**src/rtl/uart_rep_pkg.sv**
```systemverilog
// Shared constants, FSM encoding and elaboration-time helpers for the
// multi-channel UART reporter.
package uart_rep_pkg;

  localparam logic [7:0] ZERO  = 8'h30;
  localparam logic [7:0] NINE  = 8'h39;
  localparam logic [7:0] COLON = 8'h3A;
  localparam logic [7:0] CR    = 8'h0D;
  localparam logic [7:0] LF    = 8'h0A;

  typedef enum logic [2:0] {
    IDLE,
    SEL,
    CONV,
    SEND,
    FIN
  } state_t;

  function automatic int clog2(input int value);
    int r;
    r = 0;
    while ((1 << r) < value) r++;
    return r;
  endfunction

  function automatic int pow10(input int n);
    int p;
    p = 1;
    for (int i = 0; i < n; i++) p = p * 10;
    return p;
  endfunction

endpackage

```
**src/rtl/uart_tx_byte.sv**
```systemverilog
// 8N1 byte transmitter. A load in the last stop-bit cycle chains the next
// byte with no idle gap between frames.
module uart_tx_byte
  import uart_rep_pkg::*;
#(
  parameter int CLK_HZ = 100_000_000,
  parameter int BAUD   = 115200
) (
  input  logic       clk,
  input  logic       rst,
  input  logic [7:0] data,
  input  logic       load,
  output logic       tx,
  output logic       tick,
  output logic       ready
);

  localparam int DIV   = CLK_HZ / BAUD;
  localparam int CNT_W = (clog2(DIV) < 1) ? 1 : clog2(DIV);
  localparam logic [CNT_W-1:0] LAST_CNT = CNT_W'(DIV - 1);

  logic             active;
  logic [3:0]       bit_idx;
  logic [CNT_W-1:0] baud_cnt;
  logic [9:0]       shreg;
  logic             bit_end;
  logic             last_bit;

  assign bit_end  = (baud_cnt == LAST_CNT);
  assign last_bit = (bit_idx == 4'd9);
  assign tick     = active && bit_end && last_bit;
  assign ready    = !active || (bit_end && last_bit);
  assign tx       = active ? shreg[0] : 1'b1;

  always_ff @(posedge clk or negedge rst) begin
    if (!rst) begin
      active   <= 1'b0;
      bit_idx  <= '0;
      baud_cnt <= '0;
      shreg    <= '1;
    end else if (load && ready) begin
      active   <= 1'b1;
      bit_idx  <= '0;
      baud_cnt <= '0;
      shreg    <= {1'b1, data, 1'b0};
    end else if (active) begin
      if (bit_end) begin
        baud_cnt <= '0;
        if (last_bit) begin
          active <= 1'b0;
        end else begin
          bit_idx <= bit_idx + 4'd1;
          shreg   <= {1'b1, shreg[9:1]};
        end
      end else begin
        baud_cnt <= baud_cnt + 1'b1;
      end
    end
  end

endmodule

```
**src/rtl/uart_ch_reporter.sv**
```systemverilog
// Snapshots CH_NUM channel values and sends one "NN:dddd\r\n" line per
// enabled channel over UART, converting each value with serial double-dabble.
module uart_ch_reporter
  import uart_rep_pkg::*;
#(
  parameter int CH_NUM = 13,
  parameter int DATA_W = 16,
  parameter int DIGITS = 4,
  parameter int CLK_HZ = 100_000_000,
  parameter int BAUD   = 115200
) (
  input  logic                     clk,
  input  logic                     rst,
  input  logic [CH_NUM*DATA_W-1:0] in,
  input  logic [CH_NUM-1:0]        ch_mask,
  input  logic                     start,
  output logic                     tx,
  output logic                     tick,
  output logic                     busy,
  output logic                     done
);

  localparam int LINE_LEN = DIGITS + 5;
  localparam int BCD_W    = 4 * DIGITS;
  localparam int CH_W     = clog2(CH_NUM + 1);
  localparam int BI_W     = clog2(LINE_LEN + 1);
  localparam int CC_W     = (clog2(DATA_W) < 1) ? 1 : clog2(DATA_W);
  localparam logic [31:0]     LIMIT     = 32'(pow10(DIGITS));
  localparam logic [BI_W-1:0] LINE_DONE = BI_W'(LINE_LEN);
  localparam logic [CC_W-1:0] CONV_LAST = CC_W'(DATA_W - 1);

  state_t state, state_nxt;

  logic [CH_NUM*DATA_W-1:0] in_s;
  logic [CH_NUM-1:0]        mask_s;
  logic [CH_W-1:0]          scan, cur_ch, found_ch;
  logic                     found, found_clamp;
  logic [DATA_W-1:0]        found_val, bin;
  logic [BCD_W-1:0]         bcd, bcd_adj;
  logic                     clamp;
  logic [CC_W-1:0]          conv_cnt;
  logic [BI_W-1:0]          byte_idx;
  logic [7:0]               tx_data;
  logic                     tx_load, tx_ready, tx_tick, line_end, pick;

  // Lowest enabled channel at or above scan; scan points past the last one sent.
  always_comb begin
    found     = 1'b0;
    found_ch  = '0;
    found_val = '0;
    for (int k = CH_NUM - 1; k >= 0; k--) begin
      if (k >= int'(scan) && mask_s[k]) begin
        found     = 1'b1;
        found_ch  = CH_W'(k);
        found_val = in_s[k*DATA_W +: DATA_W];
      end
    end
  end

  assign found_clamp = (32'(found_val) >= LIMIT);
  assign line_end    = (state == SEND) && (byte_idx == LINE_DONE) && tx_tick;
  assign pick        = found && ((state == SEL) || line_end);
  assign tick        = tx_tick;

  always_ff @(posedge clk or negedge rst) begin
    if (!rst) state <= IDLE;
    else      state <= state_nxt;
  end

  // After the LF tick the next channel is chosen directly, skipping SEL,
  // so the inter-line gap is only the conversion time.
  always_comb begin
    state_nxt = state;
    case (state)
      IDLE: if (start) state_nxt = SEL;
      SEL:  state_nxt = found ? CONV : FIN;
      CONV: if (conv_cnt == CONV_LAST) state_nxt = SEND;
      SEND: if (line_end) state_nxt = found ? CONV : FIN;
      FIN:  state_nxt = IDLE;
      default: state_nxt = IDLE;
    endcase
  end

  always_comb begin
    busy    = (state != IDLE);
    done    = (state == FIN);
    tx_load = (state == SEND) && (byte_idx != LINE_DONE) && tx_ready;
  end

  always_comb begin
    bcd_adj = bcd;
    for (int d = 0; d < DIGITS; d++) begin
      if (bcd[4*d +: 4] >= 4'd5) bcd_adj[4*d +: 4] = bcd[4*d +: 4] + 4'd3;
    end
  end

  always_ff @(posedge clk or negedge rst) begin
    if (!rst) begin
      in_s     <= '0;
      mask_s   <= '0;
      scan     <= '0;
      cur_ch   <= '0;
      bin      <= '0;
      bcd      <= '0;
      clamp    <= 1'b0;
      conv_cnt <= '0;
      byte_idx <= '0;
    end else begin
      if (state == IDLE && start) begin
        in_s   <= in;
        mask_s <= ch_mask;
        scan   <= '0;
      end
      if (pick) begin
        cur_ch   <= found_ch;
        scan     <= found_ch + 1'b1;
        bin      <= found_val;
        bcd      <= '0;
        clamp    <= found_clamp;
        conv_cnt <= '0;
        byte_idx <= '0;
      end
      if (state == CONV) begin
        bin      <= bin << 1;
        bcd      <= BCD_W'({bcd_adj, bin[DATA_W-1]});
        conv_cnt <= conv_cnt + 1'b1;
      end
      if (tx_load) byte_idx <= byte_idx + 1'b1;
    end
  end

  // Only the lower DIGITS BCD digits are kept; larger values are clamped anyway.
  always_comb begin
    tx_data = LF;
    if (byte_idx == BI_W'(0))                tx_data = ZERO + 8'(cur_ch / 10);
    else if (byte_idx == BI_W'(1))           tx_data = ZERO + 8'(cur_ch % 10);
    else if (byte_idx == BI_W'(2))           tx_data = COLON;
    else if (byte_idx == BI_W'(DIGITS + 3))  tx_data = CR;
    else if (byte_idx == BI_W'(DIGITS + 4))  tx_data = LF;
    else begin
      for (int j = 0; j < DIGITS; j++) begin
        if (byte_idx == BI_W'(j + 3))
          tx_data = clamp ? NINE : ZERO + {4'h0, bcd[4*(DIGITS-1-j) +: 4]};
      end
    end
  end

  uart_tx_byte #(
    .CLK_HZ(CLK_HZ),
    .BAUD  (BAUD)
  ) u_tx (
    .clk  (clk),
    .rst  (rst),
    .data (tx_data),
    .load (tx_load),
    .tx   (tx),
    .tick (tx_tick),
    .ready(tx_ready)
  );

endmodule

```
**config.mk**
```make
export PLATFORM = sky130hd
export DESIGN_NAME = uart_ch_reporter
export DESIGN_NICKNAME = d
export VERILOG_FILES = /design/src/rtl/uart_rep_pkg.sv /design/src/rtl/uart_tx_byte.sv /design/src/rtl/uart_ch_reporter.sv
export SDC_FILE = /design/constraint.sdc
export NUM_CORES = 1
export LEC_CHECK = 0
export ABC_CLOCK_PERIOD_IN_PS = 6300
export BUFFER_PORTS_ARGS = -buffer_cell sky130_fd_sc_hd__clkbuf_2
export CORE_ASPECT_RATIO = 0.9
export CORE_MARGIN = 5
export CORE_UTILIZATION = 50
export CTS_CLUSTER_DIAMETER = 40
export DETAILED_ROUTE_END_ITERATION = 8
export GPL_TIMING_DRIVEN = 0
export PLACE_DENSITY = 0.82
export SYNTH_ARGS = -nofsm -noshare
export SYNTH_HDL_FRONTEND = slang
export SYNTH_SLANG_ARGS = --single-unit
```
**constraint.sdc**
```tcl
create_clock -name clk -period 6.3 [get_ports clk]
set_input_delay 1.26 -clock clk [delete_from_list [all_inputs] [get_ports clk]]
set_output_delay 1.26 -clock clk [all_outputs]
set_load 0.01 [all_outputs]
```
==> results_dict.tcl, run 1 <==
set metrics [dict create \
    cp-start-kind "register" \
    antenna_found_initial 0 \
    first_pass_iters 6 \
    syn_to_final_growth_pct 21.0 \
    worst_pin_slew_ns 1.48 \
    nNetsFinal 2326 \
    vias 14520 \
    r2r_slack_ns 2.56 \
    slew_headroom 0.00500 \
    vias_per_cell 5.79 \
    fillers 2476 \
    rsz0062_at_grt "no" \
    numPortBuffers 227 \
    rr_endpoint "clamp" \
    synth_top_area_frac 0.486 \
    cts_root_buf "clkbuf_16" \
    required_ns 6.76 \
    synth_seq_cells 297 \
    seq_area_um2 7440 \
    drc 0 \
    wl_per_cell_um 19.1 \
    hold_viol 0 \
    max_freq_mhz 267 \
    yosysWarnings 0 \
    power_mw 9.44 \
    die_w_um 192 \
    ant_nets 0 \
    critPathKind "register to register" \
    violations "max-capacitance violations" \
    clk_pin_slew_ns 0.06 \
    clock_latency_ns 0.53 \
    cts_hold_buffers 0 \
    synth_cells 1810 \
    htree_num_levels 2 \
    cts_resized 0 \
    p_leak_nw 9.00 \
    hold_end "in_s[137]" \
    post-route-min-period_ns 3.74 \
    num_rows 59 \
    ys_types 89 \
    core-area_um2 29100 \
    initial_core_util 0.510 \
    fin_crit_sh 0.594 \
    drt_iter0_drc 1716 \
    synth_top_area_cell "dfrtp_1" \
    die-area_um2 33200 \
    hold_slack_ns 0.473 \
    tritoncts "yes" \
    die_h_um 173 \
    wl_um 47800 \
    ir_worst_vdd_uv 235 \
    synth.area.top_cells "dfrtp_1 49%, nand2_1 19%, o21ai_0 2.5%" \
    antennaDiodeCount 0 \
    utilization 0.617 \
    setup-violations-final 0 \
    min_from "in_s[137]" \
    grt_overflow 0 \
    postCtsSetupBuffers 0 \
    hold_path.class "register to register" \
    ys.flop_type "dfrtp_1" \
    numCtsBuffers 39 \
    grt_pass1_wl_um 74800 \
    grt_usage 0.281 \
    powerDensity_nw_per_um2 526 \
    grt_pass1_vias 14226 \
    dpl.hpwl_um 35900 \
    ys_seq_area_frac 0.502 \
    status "complete, but fails checks" \
    syn_area_per_cell_um2 8.19 \
    cap_violations 1 \
    routabilityCongestion 0.979 \
    synthesis.nets 2055 \
    clk_path_buf_depth 3 \
    grt_max_degree 95 \
    arrival_ns 4.20 \
    fin_skew_ns 0.0244 \
    cp-end-kind "register" \
    multiInputGateArea_um2 6820 \
    syn_area_um2 14800 \
    slew_violations 0 \
    drive_gt1_frac 0.162 \
    clock-sinks 297 \
    synth_edf_count 0 \
    hold_depth 2 \
    path_max_fanout 10 \
    ios 228 \
    async_flop_share 1.00 \
    reg2reg_depth 8 \
    r2r-start "scan[3]" \
]
synth_stat cells, drive strengths merged, types with 5 or more instances:
master / n
nand2: 759
dfrtp: 288
o21ai: 90
clkbuf: 89
nor2: 80
a21oi: 72
nand3: 31
nor3: 31
inv: 29
a22oi: 22
buf: 22
ha: 21
o211ai: 17
o22ai: 16
a221oi: 15
and2: 15
nand2b: 14
a211oi: 12
and3: 11
o31ai: 11
o221ai: 10
dfstp: 9
xnor2: 9
a21o: 8
a221o: 8
a31oi: 8
nor2b: 8
nor4: 7
or3: 7
a222oi: 5
or2: 5
xor2: 5
flip-flops by register name, summed over array words and instances, names as in the netlist:
signal / flops
in_s: 208
bcd: 16
bin: 16
mask_s: 13
u_tx.baud_cnt: 10
u_tx.shreg: 9
byte_idx: 4
conv_cnt: 4
cur_ch: 4
scan: 4
u_tx.bit_idx: 4
state: 3
clamp: 1
u_tx.active: 1
report_power, final:
| part | internal, mW | total, mW | switching [mW] |
|---|---|---|---|
| combinational | 1.31 | 3.65 | 2.34 |
| sequential | 2.76 | 3.43 | 0.676 |
| clock | 1.47 | 2.36 | 0.883 |
| total | 5.54 | 9.44 | 3.90 |
placed cells by master (no fill, tap or decap), types with 12 or more instances in the layout:
cell / count
buf_2: 12
o211ai_1: 16
o22ai_1: 16
and2_1: 14
a221oi_1: 15
ha_1: 21
a211oi_1: 12
inv_1: 29
nand2b_1: 14
o21ai_0: 74
nor3_1: 30
clkbuf_16: 40
nand2_1: 759
nor2_1: 79
a22oi_1: 22
nand3_1: 31
dfrtp_1: 288
clkbuf_1: 93
o21ai_1: 15
clkbuf_2: 227
a21oi_1: 72
how the worst max path moves through the flow:
stage / from / to / slack [ns] / cells past startpoint
finish: scan[3] / clamp / 2.56 / 8
global route: scan[2] / clamp / 2.63 / 8
CTS: scan[2] / clamp / 2.92 / 8
detailed placement: start / in_s[94] / 2.74 / 7
global placement: rst / in_s[67] / -2.14 / 1
floorplan: scan[1] / scan[2] / 3.70 / 9
stage by stage:
step	area, um2	worst slack [ns]	TNS, ns	cells
final	17900	2.56	0	2507
after global routing	17900	2.63	0	2507
after CTS	17900	2.92	0	2507
after global placement	16500	-2.14	-609.21	2433
after detailed placement	16600	2.74	0	2436
after floorplan	14800	3.70	0	1810
worst max-delay path, stage by stage, from the launching register on:
cell,delay (ns)
dfrtp_1,0.42
buf_2,0.22
nand2b_1,0.20
nor3_1,1.13
a221oi_1,0.49
o311a_1,0.33
o31ai_1,0.49
o221ai_1,0.26
o211ai_2,0.12
cell families (layout without fill, tap and decap cells):
family / count (synthesis) / in the layout / synth area share
mux: 1 / 1 / 0.000675
xor+xnor: 14 / 14 / 0.00827
flops: 297 / 297 / 0.502
other cells: 1 / 1 / 0.000253
buf+inv: 140 / 441 / 0.0380
compound gates: 342 / 342 / 0.156
simple gates: 994 / 994 / 0.278
fa+ha+maj: 21 / 21 / 0.0177
layout make-up:
cell class / instances / share of cell area
timing repair buffer: 230 / 0.0684
clock inverter: 22 / 0.0175
tap: 396 / 0.0276
buffer: 111 / 0.0254
sequential: 297 / 0.415
clock buffer: 49 / 0.0599
inverter: 29 / 0.00607
multi-input combinational: 1373 / 0.380
per-layer routing:
metal  vias up  track usage  share of wire
met1      6849        0.377           0.40
met2       829        0.433           0.45
met4         0        0.131          0.055
met3       194       0.0673          0.098
met5         -            0              0
li1       6648            -              -
Power figures use the tool's default switching activity.
==> inputs of run 2 (changes only) <==
- ABC_CLOCK_PERIOD_IN_PS: 6300 -> 3450
- clock period: 6.3 -> 3.45 ns (I/O delays scaled with it)
==> run 2 against run 1 <==
Highest routed layer unchanged. Total power up 83%. Via count down 0.70%. Critical path depth up 3. Worst setup slack worse by 2.5 ns. Routed wire length down 0.13%. Core utilization up 0.069 points. Count of clock-buffer cells in the layout unchanged. Design area up 0.11%. Maximum frequency up 11%. Final cell count unchanged. The run now ends clean.
==> results_dict.tcl, run 2 (synthesis results as in run 1) <==
set metrics [dict create \
    hold_path.class "input port to async pin" \
    die-area_um2 33200 \
    antenna_found_initial 0 \
    htree_num_levels 2 \
    ir_worst_vdd_uv 434 \
    cpMaxStageDelayCell "a221oi_1" \
    powerDensity_nw_per_um2 962 \
    p_leak_nw 9.01 \
    required_ns 3.85 \
    path_max_fanout 10 \
    hold_viol 0 \
    cp-start-kind "register" \
    grt_pass1_wl_um 74800 \
    use_met2 0.433 \
    grt_use_met1 0.377 \
    grt_pass1_vias 14226 \
    routabilityCongestion 0.979 \
    worst_pin_slew_ns 1.17 \
    vias 14419 \
    core-area_um2 29100 \
    drive_gt1_frac 0.164 \
    clock_latency_ns 0.54 \
    drc 0 \
    largestRegisters "in_s: 208 flops, bcd: 16 flops, bin: 16 flops" \
    crit_chain "buf_2, buf_2, o21ai_1, and2_1, clkbuf_1, a221oi_1, a211oi_1, nor3_1, a2bb2oi_1, a31o_1, o211ai_2" \
    grt_usage 0.281 \
    slew_violations 0 \
    wl_per_cell_um 19.1 \
    numCtsBuffers 39 \
    clk_pin_slew_ns 0.06 \
    dpl.hpwl_um 35900 \
    clock-sinks 297 \
    fin_area_um2 18000 \
    cts_resized 0 \
    clk_path_buf_depth 3 \
    cap_violations 0 \
    ant_nets 0 \
    wl_um 47800 \
    cts_root_buf "clkbuf_16" \
    critical_path.max_stage_delay_ns 0.47 \
    postCtsSetupBuffers 0 \
    initial_core_util 0.510 \
    arrival_ns 3.77 \
    fin_skew_ns 0.0233 \
    fillers 2476 \
    vias_per_cell 5.75 \
    fin_crit_sh 0.977 \
    antennaDiodeCount 0 \
    cts_hold_buffers 0 \
    setup-violations-final 0 \
    grt.busiest_layer "met2" \
    grt_use_met3 0.0673 \
    mostFrequentLayoutCells "759 x nand2_1, 288 x dfrtp_1, 229 x clkbuf_2" \
    status "completed" \
    setup_slack_ns 0.0806 \
    tritoncts "yes" \
    num_rows 59 \
    post-route-min-period_ns 3.37 \
    instances_no_fill 2507 \
    die_h_um 173 \
    critPathKind "register to register" \
    ios 228 \
    drt_iter0_drc 1677 \
    largest_reg_flops 208 \
    nNetsFinal 2326 \
    top_register "in_s" \
    syn_to_final_growth_pct 21.1 \
    cp-end-kind "register" \
    rsz0062_at_grt "no" \
    grt_max_degree 95 \
    max_freq_mhz 297 \
    utilization 0.618 \
    power_mw 17.3 \
    grt_overflow 0 \
    slew_headroom 0.209 \
    layout_commonest_cell "nand2_1" \
    first_pass_iters 6 \
    die_w_um 192 \
    pre_cts_ws_ns 0.0840 \
    numPortBuffers 227 \
    placed_cells_incl_taps 2436 \
    dpl_cell_area_um2 16600 \
    crit_top_cell "buf_2" \
]
## run 2: path summary, 6_finish.rpt
kind	startpoint	to	slack [ns]	depth (start not counted)
max	scan[3]	clamp	0.08	11
min	rst	u_tx.baud_cnt[9]	0.13	1
max reg2reg	scan[3]	clamp	0.08	11
min reg2reg	in_s[137]	in_s[137]	0.47	2
max in group asynchronous	rst	in_s[136]	2.16	3
min in group clk	in[161]	in_s[161]	0.34	3
## run 2: area by class of cell
| class | instances | area (um2) | share of cell area |
|---|---|---|---|
| flip-flops and latches | 297 | 7440 | 0.414 |
| multi-input cells | 1373 | 6840 | 0.381 |
| repair buffers | 230 | 1230 | 0.0683 |
| clock buffers | 49 | 1070 | 0.0598 |
| well taps | 396 | 495 | 0.0276 |
| plain buffers | 111 | 458 | 0.0255 |
| clock inverters | 22 | 314 | 0.0175 |
| inverters | 29 | 109 | 0.00606 |
## run 2: critical path: cells and delay by family (launching register included)
| kind | cells | cell delay (ns) |
|---|---|---|
| AOI/OAI and AO/OA | 6 | 1.47 |
| buffers and inverters | 3 | 0.76 |
| and+or+nand+nor | 2 | 0.61 |
| DFF | 1 | 0.41 |
## run 2: metal layers
layer | vias up | wire [um]
li1 | 6639 | -
met1 | 6828 | 19000
met2 | 782 | 21600
met3 | 170 | 4640
met4 | 0 | 2530
met5 | - | 0
## run 2: power breakdown
group	switching (mW)	internal, mW	total (mW)
clock network	1.61	2.69	4.31
registers	1.24	5.04	6.28
logic	4.30	2.40	6.70
total	7.15	10.1	17.3
## run 2: metrics by stage
stage / hold WS [ns] / TNS [ns]
2_1_floorplan: 0.394 / 0
3_3_place_gp: 0.455 / -1286.37
3_5_place_dp: 0.458 / 0
4_1_cts: 0.132 / 0
5_1_grt: 0.155 / 0
6_report: 0.131 / 0
==> inputs of run 3 (changes only) <==
- GPL_TIMING_DRIVEN: 0 -> default
==> run 3 against run 2 <==
Total power decreased by 0.34%. Clock power decreased by 2%. Count of clock-buffer cells in the layout decreased by 1. First-iteration DRC count decreased by 12%. Design area decreased by 0.71%. Global-route usage decreased by 0.51 points. Core utilization decreased by 0.44 points. Largest power group is now sequential cells.
==> results_dict.tcl, run 3 (synthesis results as in run 1) <==
set metrics [dict create \
    status "completed" \
    worst_pin_slew_ns 1.06 \
    die_h_um 173 \
    dr_wl_met2_um 21500 \
    antennaDiodeCount 0 \
    cp-end-kind "register" \
    die_w_um 192 \
    max_freq_mhz 308 \
    slew_headroom 0.296 \
    tritoncts "yes" \
    grt_usage 0.276 \
    largestRegisters "in_s: 208 flops, bcd: 16 flops, bin: 16 flops" \
    initial_core_util 0.510 \
    clock_latency_ns 0.53 \
    top_register "in_s" \
    clk_path_buf_depth 3 \
    multiInputGateArea_um2 6840 \
    drive_gt1_frac 0.183 \
    cpMaxStageDelayCell "a2111oi_0" \
    clock-sinks 297 \
    r2r-start "scan[1]" \
    grt_pass1_vias 14100 \
    seqPwrFrac 0.377 \
    slew_violations 0 \
    core-area_um2 29100 \
    critPathKind "register to register" \
    syn_to_final_growth_pct 20.3 \
    ios 228 \
    mostFrequentLayoutCells "758 x nand2_1, 288 x dfrtp_1, 226 x clkbuf_2" \
    htree_num_levels 2 \
    hold_path.class "input port to async pin" \
    fin_area_um2 17800 \
    cap_violations 0 \
    ant_nets 0 \
    grt_pass1_wl_um 74300 \
    pwr-share-comb 0.377 \
    die-area_um2 33200 \
    antenna_found_initial 0 \
    postCtsSetupBuffers 0 \
    largest_reg_flops 208 \
    clk_pin_slew_ns 0.06 \
    cts_hold_buffers 0 \
    nNetsFinal 2258 \
    dr_wl_met3_um 3900 \
    drt_iter0_drc 1479 \
    p_int_mw 10.1 \
    numCtsBuffers 41 \
    power_mw 17.2 \
    required_ns 3.90 \
    vias_per_cell 5.76 \
    routabilityCongestion 0.974 \
    crit_chain "buf_4, and3_1, nor2_1, o31ai_1, a2111oi_0, a221o_1, nand2_1, or4b_1, o211ai_2" \
    powerDensity_nw_per_um2 966 \
    wl_um 46400 \
    placed_cells_incl_taps 2366 \
    setup-violations-final 0 \
    layout_commonest_cell "nand2_1" \
    utilization 0.613 \
    dpl_cell_area_um2 16400 \
    drc 0 \
    crit_start "scan[1]" \
    arrival_ns 3.70 \
    fin_skew_ns 0.0204 \
    fin_crit_sh 0.941 \
    critical_path.max_stage_delay_ns 0.78 \
    rsz0062_at_grt "no" \
    num_rows 59 \
    post-route-min-period_ns 3.25 \
    hold_viol 0 \
    routed.top_layer "met4" \
    cts_root_buf "clkbuf_16" \
    power.share.clock 0.246 \
    wl_per_cell_um 19.0 \
    p_leak_nw 9.02 \
    grt_max_degree 221 \
    dpl.hpwl_um 33700 \
    grt_overflow 0 \
    first_pass_iters 7 \
    p_sw_mw 7.17 \
    m1WireLength_um 19200 \
    numPortBuffers 227 \
    instances_no_fill 2442 \
    switching_share 0.416 \
    fillers 2508 \
    cts_resized 0 \
    finalSetupTns_ns 0 \
    vias 14074 \
    cp-start-kind "register" \
    seq_area_um2 7440 \
    ir_worst_vdd_uv 538 \
    path_max_fanout 12 \
]
run 3: cell count changes in the layout (fill, tap and decap cells not counted), sizes merged:
cell and change:
inv +3, clkinvlp +4, bufinv -4, clkbuf -91, clkinv +3, buf +20
run 3: worst paths after layout:
check / endpoint / slack [ns] / depth (start not counted)
setup / recovery: clamp / 0.20 / 9
hold / removal: u_tx.baud_cnt[8] / 0.25 / 1
setup reg to reg: clamp / 0.20 / 9
hold reg to reg: in_s[83] / 0.48 / 2
max in group asynchronous: in_s[190] / 2.39 / 2
min in group clk: in_s[31] / 0.35 / 3
run 3: worst max-delay path: cells and delay by family, from the launching register on:
kind            cells  cell delay, ns
flops               1            0.52
simple gates        4            1.04
compound gates      4            1.35
buf+inv             1            0.25
run 3: area by class of cell:
| cell class | count | share of cell area |
|---|---|---|
| Clock buffer | 48 | 0.0631 |
| Clock inverter | 28 | 0.0153 |
| Inverter | 29 | 0.00610 |
| Multi-Input combinational cell | 1373 | 0.383 |
| Sequential cell | 297 | 0.417 |
| Tap cell | 396 | 0.0278 |
| Timing Repair Buffer | 271 | 0.0870 |
run 3: power by group through the flow:
stage          registers (mW)  logic, mW  clock network, mW
3_3_place_gp             6.42       6.09                  0
4_1_cts                  6.44       6.36               4.29
5_1_grt                  6.64       7.14               4.45
3_5_place_dp             6.45       6.32                  0
2_1_floorplan            5.79       4.47                  0
6_report                 6.50       6.49               4.23
run 3: layer usage:
metal	track usage	up-vias
met5	0	-
met4	0.0984	0
met3	0.0596	143
met2	0.433	685
met1	0.380	6741
li1	-	6505
run 3: stage by stage:
step	hold slack (ns)	setup slack, ns
2_1_floorplan	0.394	0.852
3_3_place_gp	0.457	0.419
3_5_place_dp	0.464	0.337
4_1_cts	0.266	0.340
5_1_grt	0.279	0.115
6_report	0.255	0.203
